## src/rtl/pwm_multi.sv

```systemverilog
// pwm_multi: multi-channel PWM generator with one shared timebase.
// - Programmable period P.
// - Edge-aligned counting: 0..P.
// - Center-aligned counting: 0..P..1.
// - Double-buffered period, duty and mode. They change only at a cycle
//   boundary, or at once while the timebase is disabled.
// Optional feature: define PWM_DEADTIME_EN to get complementary outputs
// (pwm_out_n) with a DEADTIME-cycle dead band on every channel.
module pwm_multi #(
  parameter int WIDTH    = 8,
  parameter int CHANNELS = 4,
  parameter int DEADTIME = 2
) (
  input  logic                      clk,
  input  logic                      rst,
  input  logic                      en,
  input  logic [WIDTH-1:0]          period,
  input  logic [CHANNELS*WIDTH-1:0] duty,
  input  logic                      mode,
  input  logic                      load,
  output logic [CHANNELS-1:0]       pwm_out,
`ifdef PWM_DEADTIME_EN
  output logic [CHANNELS-1:0]       pwm_out_n,
`endif
  output logic                      cycle_start,
  output logic                      load_ack
);

  // A dead band outside 1..255 cannot be represented by the 8-bit run counters.
  if (DEADTIME < 1 || DEADTIME > 255) begin : g_deadtime_range_invalid
    $error("pwm_multi: DEADTIME must be in 1..255");
  end

  // Timebase state.
  logic [WIDTH-1:0]          cnt_q, cnt_d;
  logic                      dir_q, dir_d;          // 0 = counting up, 1 = down

  // Active and shadow configuration.
  logic [WIDTH-1:0]          per_q, per_d;
  logic [CHANNELS*WIDTH-1:0] duty_q, duty_d;
  logic                      mode_q, mode_d;
  logic [WIDTH-1:0]          per_sh_q;
  logic [CHANNELS*WIDTH-1:0] duty_sh_q;
  logic                      mode_sh_q;
  logic                      pend_q;

  logic                      cycle_start_q, load_ack_q;
  logic                      boundary, apply;
  logic [CHANNELS-1:0]       raw;

  assign boundary = en && (cnt_q == '0);
  // While disabled every cycle is an update point, so pending values land at once.
  assign apply    = (boundary || !en) && (load || pend_q);

  // Effective configuration for this cycle: the value that is active from now on.
  // Using it for compare and counting makes the first output of a new period
  // (the one coinciding with load_ack) already reflect the new settings.
  always_comb begin
    per_d  = per_q;
    duty_d = duty_q;
    mode_d = mode_q;
    if (apply) begin
      per_d  = load ? period : per_sh_q;
      duty_d = load ? duty   : duty_sh_q;
      mode_d = load ? mode   : mode_sh_q;
    end
  end

  // Next counter value and direction for edge and center alignment.
  always_comb begin
    cnt_d = cnt_q;
    dir_d = dir_q;
    if (!en) begin
      cnt_d = '0;
      dir_d = 1'b0;
    end else if (!mode_d) begin
      dir_d = 1'b0;
      cnt_d = (cnt_q == per_d) ? '0 : cnt_q + WIDTH'(1);
    end else if (!dir_q) begin
      if (cnt_q == per_d) begin
        // P of 0 or 1 has no down-slope: go straight back to 0.
        if (per_d <= WIDTH'(1)) begin
          cnt_d = '0;
        end else begin
          cnt_d = per_d - WIDTH'(1);
          dir_d = 1'b1;
        end
      end else begin
        cnt_d = cnt_q + WIDTH'(1);
      end
    end else begin
      cnt_d = cnt_q - WIDTH'(1);
      if (cnt_q == WIDTH'(1)) dir_d = 1'b0;
    end
  end

  // Per-channel raw compare against the effective duty.
  for (genvar gi = 0; gi < CHANNELS; gi++) begin : g_raw
    assign raw[gi] = cnt_q < duty_d[gi*WIDTH +: WIDTH];
  end

  // Timebase, configuration registers and status pulses.
  always_ff @(posedge clk or negedge rst) begin
    if (!rst) begin
      cnt_q         <= '0;
      dir_q         <= 1'b0;
      per_q         <= '1;
      duty_q        <= '0;
      mode_q        <= 1'b0;
      per_sh_q      <= '1;
      duty_sh_q     <= '0;
      mode_sh_q     <= 1'b0;
      pend_q        <= 1'b0;
      cycle_start_q <= 1'b0;
      load_ack_q    <= 1'b0;
    end else begin
      cnt_q  <= cnt_d;
      dir_q  <= dir_d;
      per_q  <= per_d;
      duty_q <= duty_d;
      mode_q <= mode_d;
      if (load) begin
        per_sh_q  <= period;
        duty_sh_q <= duty;
        mode_sh_q <= mode;
      end
      pend_q        <= apply ? 1'b0 : (pend_q | load);
      cycle_start_q <= boundary;
      load_ack_q    <= apply;
    end
  end

  assign cycle_start = cycle_start_q;
  assign load_ack    = load_ack_q;

`ifdef PWM_DEADTIME_EN
  localparam logic [7:0] DT = 8'(DEADTIME);

  logic [CHANNELS-1:0] pwm_p, pwm_n;

  for (genvar gi = 0; gi < CHANNELS; gi++) begin : g_dt
    logic [7:0] hi_q, lo_q;   // prior consecutive high / low raw cycles, saturating at DT
    logic       p_q, n_q;

    // Each output rises only after raw has held its level for DT cycles, falls right after the raw edge.
    always_ff @(posedge clk or negedge rst) begin
      if (!rst) begin
        hi_q <= '0;
        lo_q <= '0;
        p_q  <= 1'b0;
        n_q  <= 1'b0;
      end else if (!en) begin
        hi_q <= '0;
        lo_q <= '0;
        p_q  <= 1'b0;
        n_q  <= 1'b0;
      end else begin
        p_q  <= raw[gi] && (hi_q == DT);
        n_q  <= !raw[gi] && (lo_q == DT);
        hi_q <= raw[gi]  ? ((hi_q == DT) ? hi_q : hi_q + 8'd1) : 8'd0;
        lo_q <= !raw[gi] ? ((lo_q == DT) ? lo_q : lo_q + 8'd1) : 8'd0;
      end
    end

    assign pwm_p[gi] = p_q;
    assign pwm_n[gi] = n_q;
  end

  assign pwm_out   = pwm_p;
  assign pwm_out_n = pwm_n;
`else
  logic [CHANNELS-1:0] pwm_q;

  // Registered raw compare, forced low while the timebase is disabled.
  always_ff @(posedge clk or negedge rst) begin
    if (!rst) pwm_q <= '0;
    else      pwm_q <= en ? raw : '0;
  end

  assign pwm_out = pwm_q;
`endif

endmodule
```

## config.mk

```make
export PLATFORM = sky130hd
export DESIGN_NAME = pwm_multi
export DESIGN_NICKNAME = d
export VERILOG_FILES = /design/src/rtl/pwm_multi.sv
export SDC_FILE = /design/constraint.sdc
export NUM_CORES = 1
export LEC_CHECK = 0
export CAP_MARGIN = 20
export CORE_AREA = 3 3 114 116
export CTS_BUF_LIST = sky130_fd_sc_hd__clkbuf_4 sky130_fd_sc_hd__clkbuf_8
export DETAILED_ROUTE_END_ITERATION = 6
export DIE_AREA = 0 0 117 119
export PLACE_DENSITY = 0.68
export SYNTH_ARGS = -nofsm -noshare
export SYNTH_HDL_FRONTEND = slang
export SYNTH_SLANG_ARGS = --single-unit
export TNS_END_PERCENT = 20
```

## constraint.sdc

```tcl
create_clock -name clk -period 4.3 [get_ports clk]
set_input_delay 0.86 -clock clk [delete_from_list [all_inputs] [get_ports clk]]
set_output_delay 0.86 -clock clk [all_outputs]
set_load 0.01 [all_outputs]
```

# Word-level counts from Yosys, hierarchy flattened
# Index checks and enable logic that the tools add are counted.
# W data, S select, Z words.
# totals
output_inout_bits	6
ff_bits	98
in_bits	45
elab_cells	49
# classes
add_sub_neg	3
eq_ne	2
n_mux	20
n_bitwise	1
order_cmp	5
reduce_logical	6
# op_table
cell	n
$mux W32	2
$mux W8	8
$lt A8 B8 Y1	4
$sub A8 B1 Y8 const B	2
$mux W1	9
$add A8 B1 Y8 const B	1
$eq A8 B1 Y1 const B	1
$eq A8 B8 Y1	1
$le A8 B1 Y1 const B	1
$logic_not A8 Y1	1
$mux W4	1
$logic_and A1 B1 Y1	2
$logic_or A1 B1 Y1	2
$logic_not A1 Y1	1
$or A1 B1 Y1	1

# Longest topological paths before layout
# Gate-level depths: netlist of run 1.
# logic_depth
word_depth	11
ltp_mapped	17
ltp_nobuf	13

# Least setup slack after synthesis of run 1
# OpenSTA, ideal clock, no wires.
# synth_timing
kind	reg-to-reg
from	register cnt_q[0]
to	register cnt_q[2]
period_less_slack_ns	3.709
required_time_ns	4.223
n_path_buf	4
t_arrival_ns	3.632
path_slack_ns	0.591
path_stages_with_launch	18
setup_ns	0.077
cell_sequence	dfrtp_1 > clkbuf_1 > inv_1 > ha_1 > nor3b_4 > o221ai_2 > clkinv_4 > clkbuf_1 > clkbuf_1 > nor2_1 > a21o_1 > ha_1 > clkbuf_1 > o2111ai_1 > o311ai_1 > a211o_1 > or3_1 > a21oi_1
# synth_via
elab_chain_cells	11
word_cells_on_any_way	17
cone_classes	add/sub: 3; order compare: 1; eq/ne: 1; mux: 8; reduce/logical: 4
# synth_rtl
element	line_no	text
start, declared	35	logic [WIDTH-1:0] cnt_q, cnt_d;
start signal, assigned	117	cnt_q <= cnt_d;
$logic_not A8 Y1	51	assign boundary = en && (cnt_q == '0);
$logic_and A1 B1 Y1	51	
$logic_or A1 B1 Y1	53	assign apply = (boundary || !en) && (load || pend_q);
$logic_and A1 B1 Y1	53	
$mux W8	62	if (apply) begin
$sub A8 B1 Y8 / $le A8 B1 Y1 (equally long branches)	85, 82	
$mux W8	82	if (per_d <= WIDTH'(1)) begin
$mux W8	80	if (cnt_q == per_d) begin
$mux W8	79	end else if (!dir_q) begin
$mux W8 *	76	end else if (!mode_d) begin
$mux W8 *	73	if (!en) begin
via cnt_d[2]	35	
# Mark *: on every way through the listed nets, which the timed path passes. The rest lies on a longest branch.

# Worst setup path after layout of run 1
# layout_timing
from	register cnt_q[0]
to	register cnt_q[1]
# layout_via
elab_chain_cells	11
word_cells_on_any_way	17
cone_classes	add/sub: 3; order compare: 1; eq/ne: 1; mux: 8; reduce/logical: 4
# layout_rtl
element	line_no	text
$logic_not A8 Y1 *	51	
$logic_and A1 B1 Y1 *	51	
$logic_or A1 B1 Y1 *	53	
$logic_and A1 B1 Y1 *	53	
$mux W8 *	62	
via per_d[0]	39	logic [WIDTH-1:0] per_q, per_d;
$sub A8 B1 Y8 / $le A8 B1 Y1 (equally long branches)	85, 82	
$mux W8	82	
$mux W8	80	
$mux W8	79	
$mux W8 *	76	
$mux W8 *	73	
via cnt_d[1]	35	
# Marks and branches as above.

==> impl_metrics.json, run 1 <==
{
  "die_w_um": 117,
  "start_kind": "register",
  "cp_max_fo": 9,
  "syn_inst": 543,
  "grt_pass1_vias": 4030,
  "synth_warnings": 0,
  "synth_commonest_cells": "82 x dfrtp_1, 71 x inv_1, 62 x nor2_1",
  "grt_pass1_wl_um": 19310,
  "hold_violations": 0,
  "power_density_nw_per_um2": 408.5,
  "ys_ff_latch": 98,
  "setup.worst_path.end_class": "register",
  "tightest_slew_ps": 654.7,
  "drive_above_1_share_pct": 11.19,
  "vias_per_cell": 5.403,
  "yosys.area.top_type": "dfrtp_1",
  "synth_edf_count": 0,
  "gp_congestion": 0.8471,
  "rr_worst_depth": 13,
  "seqPwrFrac_pct": 46.4,
  "path_class": "register to register",
  "ant_nets": 0,
  "post_cts_buffers": 0,
  "cts_hold_buffers": 0,
  "critPathMaxStageDelay_ps": 550,
  "ios": 51,
  "synth_seq_area_share_pct": 45.72,
  "numPortBuffers": 50,
  "crit_arrival_ps": 3870,
  "initial_utilization_pct": 45.02,
  "async_flop_share_pct": 100.0,
  "reg2reg_slack_ps": 710,
  "cts_made_buffers": 9,
  "fin_crit_sh_pct": 83.58,
  "drc": 0,
  "dr.pass1.iters": 5,
  "synth_area_um2": 5408,
  "die_y_um": 119,
  "required_ps": 4580,
  "area_delta_synth_final_pct": 15.29,
  "fin_crit_ps": 3594,
  "core_area_um2": 12010,
  "r2r_start": "cnt_q[0]$_DFF_PN0_",
  "syn_nets": 621,
  "r2r-end": "cnt_q[1]$_DFF_PN0_",
  "min_path_type": "input pin to async pin",
  "setup_viol": 0,
  "cap_violations": 0,
  "cts_max_level": 3,
  "utilization_pct": 51.91,
  "seqCellArea_um2": 2472,
  "finalSetupTns_ps": 0,
  "grt_start_max_net_pins": 40,
  "dp_hpwl_um": 8539,
  "yosysMostFrequentCell": "dfrtp_1",
  "outcome": "completed",
  "p_clk_share_pct": 26.2,
  "cts.path.max_buffers": 2,
  "rsz0062_at_grt": "no",
  "clockRootBuffer": "clkbuf_8",
  "antenna_found_initial": 0,
  "nFillCells": 1085,
  "via_count": 3982,
  "synthTopCellsByArea": "dfrtp_1 38%, dfstp_2 7.8%, ha_1 7.6%",
  "rows": 40,
  "clkTransAtPathRegs_ps": 90,
  "ir_worst_vdd_v": 0.0002488,
  "clkSinkCount": 98,
  "synth_cell_types": 58,
  "crit_slowest_cell": "dfrtp_1",
  "grt_overflow": 0,
  "cts_resized": 0,
  "antennaDiodeCount": 0,
  "intPower_w": 0.001757,
  "drt_iter0_markers": 201,
  "cts_tree": "yes",
  "wl_um": 11680,
  "p_comb_share_pct": 27.5,
  "avgSynthCellArea_um2": 9.959,
  "final_nets": 663,
  "die_area_um2": 13920,
  "switching_share_pct": 31.01,
  "maxSlewHeadroom_pct": 56.36,
  "max_freq_mhz": 278.2,
  "switching_power_w": 0.0007898,
  "grt_util_all_layers_pct": 17.68,
  "multi_input_area_um2": 2509,
  "slew_violations": 0,
  "yosysTopAreaCellShare_pct": 37.95,
  "ys.flop_type": "dfrtp_1",
  "fin_skew_ps": 10.65,
  "insertion_delay_ps": 380,
  "path_cells": "inv_1, ha_1, nor3b_4, o221ai_2, nor2_1, a21oi_1, inv_1, ha_1, o2111ai_1, o311ai_1, a211o_1, or2_0, a221oi_1",
  "wl_per_cell_um": 15.85,
  "p_leak_nw": 3.027
}
==> worst max-delay path: cells and delay by family, from the launching register on <==
kind,cells,cell delay [ps]
AO/OA/AOI/OAI,6,1570
flip-flops,1,550
adder cells (fa/ha/maj),2,520
AND/OR/NAND/NOR,3,520
buffers and inverters,2,330
==> worst max path at each step <==
stage                    endpoint          startpoint
2_1_floorplan  cnt_q[2]$_DFF_PN0_  cnt_q[0]$_DFF_PN0_
3_3_place_gp   cnt_q[2]$_DFF_PN0_                  en
3_5_place_dp   cnt_q[2]$_DFF_PN0_                  en
4_1_cts        cnt_q[2]$_DFF_PN0_  cnt_q[0]$_DFF_PN0_
5_1_grt        cnt_q[2]$_DFF_PN0_  cnt_q[0]$_DFF_PN0_
6_report       cnt_q[1]$_DFF_PN0_  cnt_q[0]$_DFF_PN0_
==> power by group through the flow <==
| stage | registers, W | logic [W] | clock network (W) |
|---|---|---|---|
| final | 0.00118 | 0.000699 | 0.000667 |
| after CTS | 0.00118 | 0.000705 | 0.000684 |
| after detailed placement | 0.00120 | 0.000702 | 0 |
| after global routing | 0.00120 | 0.000794 | 0.000726 |
| after floorplan | 0.00117 | 0.000502 | 0 |
| after global placement | 0.00119 | 0.000675 | 0 |
==> cell usage in the layout, fill, tap and decap left out, types with 3 or more instances in the layout <==
| cell type | count |
|---|---|
| a21bo_2 | 4 |
| a21o_1 | 31 |
| a21oi_1 | 18 |
| a221oi_1 | 3 |
| a31oi_1 | 8 |
| and4_1 | 4 |
| buf_4 | 11 |
| clkbuf_4 | 3 |
| clkbuf_8 | 9 |
| clkdlybuf4s50_1 | 48 |
| dfrtp_1 | 82 |
| dfstp_2 | 16 |
| ha_1 | 33 |
| inv_1 | 71 |
| mux2_2 | 6 |
| mux2i_1 | 32 |
| mux2i_2 | 4 |
| nand2_1 | 18 |
| nand3_1 | 9 |
| nand4b_1 | 4 |
| nor2_1 | 62 |
| nor2b_1 | 4 |
| nor3_1 | 9 |
| nor3b_1 | 4 |
| nor4_1 | 5 |
| o21ai_0 | 20 |
| o31ai_1 | 3 |
| or3_1 | 3 |
| xnor2_1 | 18 |
| xor2_1 | 7 |
==> through the flow <==
stage | area, µm² | std cells | total power (W) | hold WS [ps] | worst slack [ps]
detailed placement | 6012 | 721 | 0.001899 | 472.3 | 561.0
global route | 6235 | 737 | 0.002716 | 455.1 | 505.4
global placement | 6012 | 721 | 0.001867 | 464.2 | 676.9
floorplan | 5408 | 543 | 0.001672 | 446.7 | 590.8
finish | 6235 | 737 | 0.002547 | 434.1 | 705.9
CTS | 6235 | 737 | 0.002569 | 432.5 | 743.2
==> kinds of logic (layout without fill, tap and decap cells) <==
kind of cell               Yosys count  in the layout  share of synthesized area, %
buffers and inverters              102            149                         7.890
xor gates and xnor gates            25             25                         4.049
adders and majority gates           33             33                         7.635
DFF                                 98             98                         45.72
muxes                               43             43                         8.468
and+or+nand+nor                    134            134                         12.31
AOI/OAI and AO/OA                  108            108                         13.93
==> routing by layer <==
| layer | share of wire (%) | wire length, µm | global-route usage [%] |
|---|---|---|---|
| met4 | 2.8 | 331 | 7.670 |
| met5 | 0 | 0 | 0 |
| met3 | 5.6 | 651 | 3.811 |
| met2 | 46 | 5391 | 27.60 |
| met1 | 45 | 5303 | 23.52 |
==> area by class of cell <==
class                           instances  area share (%)
Clock buffer                           12           2.348
Clock inverter                          4           1.224
Inverter                               73           4.475
Multi-Input combinational cell        343           40.24
Sequential cell                        98           39.65
Tap cell                              147           2.950
Timing Repair Buffer                   60           9.111
==> registers in the layout, summed over array words and instances, names as in the netlist <==
signal / cells
mode_q: 1
duty_sh_q: 32
cycle_start: 1
cnt_q: 8
per_q: 8
pend_q: 1
load_ack: 1
per_sh_q: 8
mode_sh_q: 1
dir_q: 1
pwm_out: 4
duty_q: 32
Note: power is estimated with default switching activity, not from simulation.
==> inputs of run 2 (changes only) <==
Settings changed: PLACE_DENSITY 0.68 to 0.71.
Clock period 4.3 ns to 3.3 ns, I/O delays scaled along.
==> run 2 against run 1 <==
Against the previous run: global-route usage grew 0.73 points; register-to-register slack lost 490 ps; total power grew 28%; final area grew 2.5%; first-iteration DRC count grew 27%; critical path type unchanged.
==> impl_metrics.json, run 2 (synthesis gave the netlist of run 1 again) <==
{
  "core_area_um2": 12010,
  "cts_tree": "yes",
  "area_delta_synth_final_pct": 18.21,
  "finalPower_w": 0.003263,
  "crit_buf_inv": 4,
  "dr.pass1.iters": 4,
  "rows": 40,
  "rr_worst_depth": 14,
  "cts_hold_buffers": 0,
  "wl_per_cell_um": 16.12,
  "power_density_nw_per_um2": 510.5,
  "grt_pass1_wl_um": 19910,
  "via_count": 3978,
  "grt_start_max_net_pins": 99,
  "setup.worst_path.end_class": "register",
  "grt_pass1_vias": 4005,
  "crit_slowest_cell": "dfrtp_1",
  "cap_violations": 0,
  "cts.path.max_buffers": 2,
  "gp_congestion": 0.8453,
  "drt_iter0_markers": 255,
  "nFillCells": 1132,
  "grt_util_all_layers_pct": 18.41,
  "multi_input_area_um2": 2526,
  "ios": 51,
  "slew_violations": 0,
  "vias_per_cell": 5.241,
  "path_cells": "inv_2, ha_2, nor3b_4, buf_4, o221ai_4, buf_4, a21oi_2, inv_1, ha_1, o2111ai_1, o311ai_1, a211o_1, or3_1, a21oi_1",
  "hold_violations": 0,
  "tightest_slew_ps": 528.7,
  "mostFrequentLayoutCells": "82 x dfrtp_1, 70 x inv_1, 62 x nor2_1",
  "start_kind": "register",
  "p_leak_nw": 3.126,
  "die_w_um": 117,
  "seqCellArea_um2": 2472,
  "dp_hpwl_um": 8938,
  "cts_max_level": 3,
  "required_ps": 3600,
  "crit_cells": 14,
  "outcome": "completed",
  "reg.largest.list": "duty_q x32, duty_sh_q x32",
  "fin_crit_ps": 3082,
  "die_y_um": 119,
  "cpLargestDelayFamily": "compound AO/OA/AOI/OAI gates",
  "drive_above_1_share_pct": 14.87,
  "insertion_delay_ps": 380,
  "fin_skew_ps": 10.75,
  "max_freq_mhz": 324.4,
  "antennaDiodeCount": 0,
  "rsz0062_at_grt": "no",
  "final.setup.worst_slack_ps": 217.5,
  "path_common_cell": "buf_4",
  "initial_utilization_pct": 45.02,
  "final_common_cell": "dfrtp_1",
  "grt_overflow": 0,
  "min_path_type": "input pin to async pin",
  "clkSinkCount": 98,
  "antenna_found_initial": 0,
  "numPortBuffers": 50,
  "fin_crit_sh_pct": 93.41,
  "ant_nets": 0,
  "clkTransAtPathRegs_ps": 90,
  "drc": 0,
  "wl_um": 12240,
  "crit_arrival_ps": 3380,
  "die_area_um2": 13920,
  "cts_made_buffers": 9,
  "critPathMaxStageDelay_ps": 390,
  "ir_worst_vdd_v": 0.0003394,
  "setup_viol": 0,
  "maxSlewHeadroom_pct": 63.75,
  "final_nets": 685,
  "cp_max_fo": 6,
  "preCtsSetupSlack_ps": -111.9,
  "path_class": "register to register",
  "clockRootBuffer": "clkbuf_8"
}
[run 2: cell types whose count changed in the layout (fill, tap and decap cells not counted), moves of 2 or more]
| cell | delta |
|---|---|
| buf_4 | +21 |
| bufinv_16 | -2 |
| clkinv_2 | +2 |
| clkbuf_8 | +2 |
| clkbuf_4 | -2 |
[run 2: final timing paths]
kind	start	to	slack (ps)
max in group asynchronous	rst	per_q[3]$_DFF_PN1_	2560
max reg2reg	cnt_q[0]$_DFF_PN0_	cnt_q[2]$_DFF_PN0_	220
min	rst	pwm_out[1]$_DFF_PN0_	330
max	cnt_q[0]$_DFF_PN0_	cnt_q[2]$_DFF_PN0_	220
min reg2reg	duty_sh_q[3]$_DFF_PN0_	duty_sh_q[3]$_DFF_PN0_	480
min in group clk	duty_sh_q[3]$_DFF_PN0_	duty_sh_q[3]$_DFF_PN0_	480
[run 2: worst register-to-register path, stage by stage (launching register included)]
cell       delay (ps)
dfrtp_1           390
inv_2             130
ha_2              230
nor3b_4           180
buf_4             180
o221ai_4          140
buf_4             180
a21oi_2           150
inv_1              70
ha_1              220
o2111ai_1         210
o311ai_1          150
a211o_1           290
or3_1             350
a21oi_1           160
[run 2: layer usage]
metal | vias to the layer above | global-route usage, % | share of wire [%]
li1 | 1974 | - | -
met1 | 1905 | 25.34 | 47
met2 | 85 | 29.59 | 48
met3 | 14 | 2.998 | 3.7
met4 | 0 | 5.806 | 1.6
met5 | - | 0 | 0
[run 2: layout make-up]
cell class | instances | area share, %
well taps | 147 | 2.877
multi-input cells | 343 | 39.52
repair buffers | 82 | 11.67
flip-flops and latches | 98 | 38.68
inverters | 73 | 4.365
clock inverters | 4 | 0.4110
clock buffers | 12 | 2.486
[run 2: through the flow]
| stage | cells | utilization, % | hold slack (ps) | cell area (µm²) | setup TNS [ps] |
|---|---|---|---|---|---|
| finish | 759 | 53.22 | 334.3 | 6392 | 0 |
| global route | 759 | 53.22 | 385.7 | 6392 | 0 |
| CTS | 756 | 52.91 | 350.7 | 6355 | 0 |
| detailed placement | 740 | 51.36 | 468.4 | 6170 | -216.1 |
| global placement | 740 | 51.36 | 466.4 | 6170 | -14.61 |
| floorplan | 543 | - | 364.4 | 5444 | 0 |
[run 2: repair_timing]
action,in CTS,in global routing
endpoints found under the hold margin,0,0
buffers inserted,0,3
endpoints found under the setup margin,0,8
gates resized for setup,0,2
[run 2: power by group]
| part | switching (W) | internal, W | leakage [nW] | total [W] |
|---|---|---|---|---|
| combinational | 0.000534 | 0.000460 | 1.90 | 0.000994 |
| sequential | 0.0000916 | 0.00143 | 1.13 | 0.00152 |
| clock | 0.000424 | 0.000323 | 0.0958 | 0.000748 |
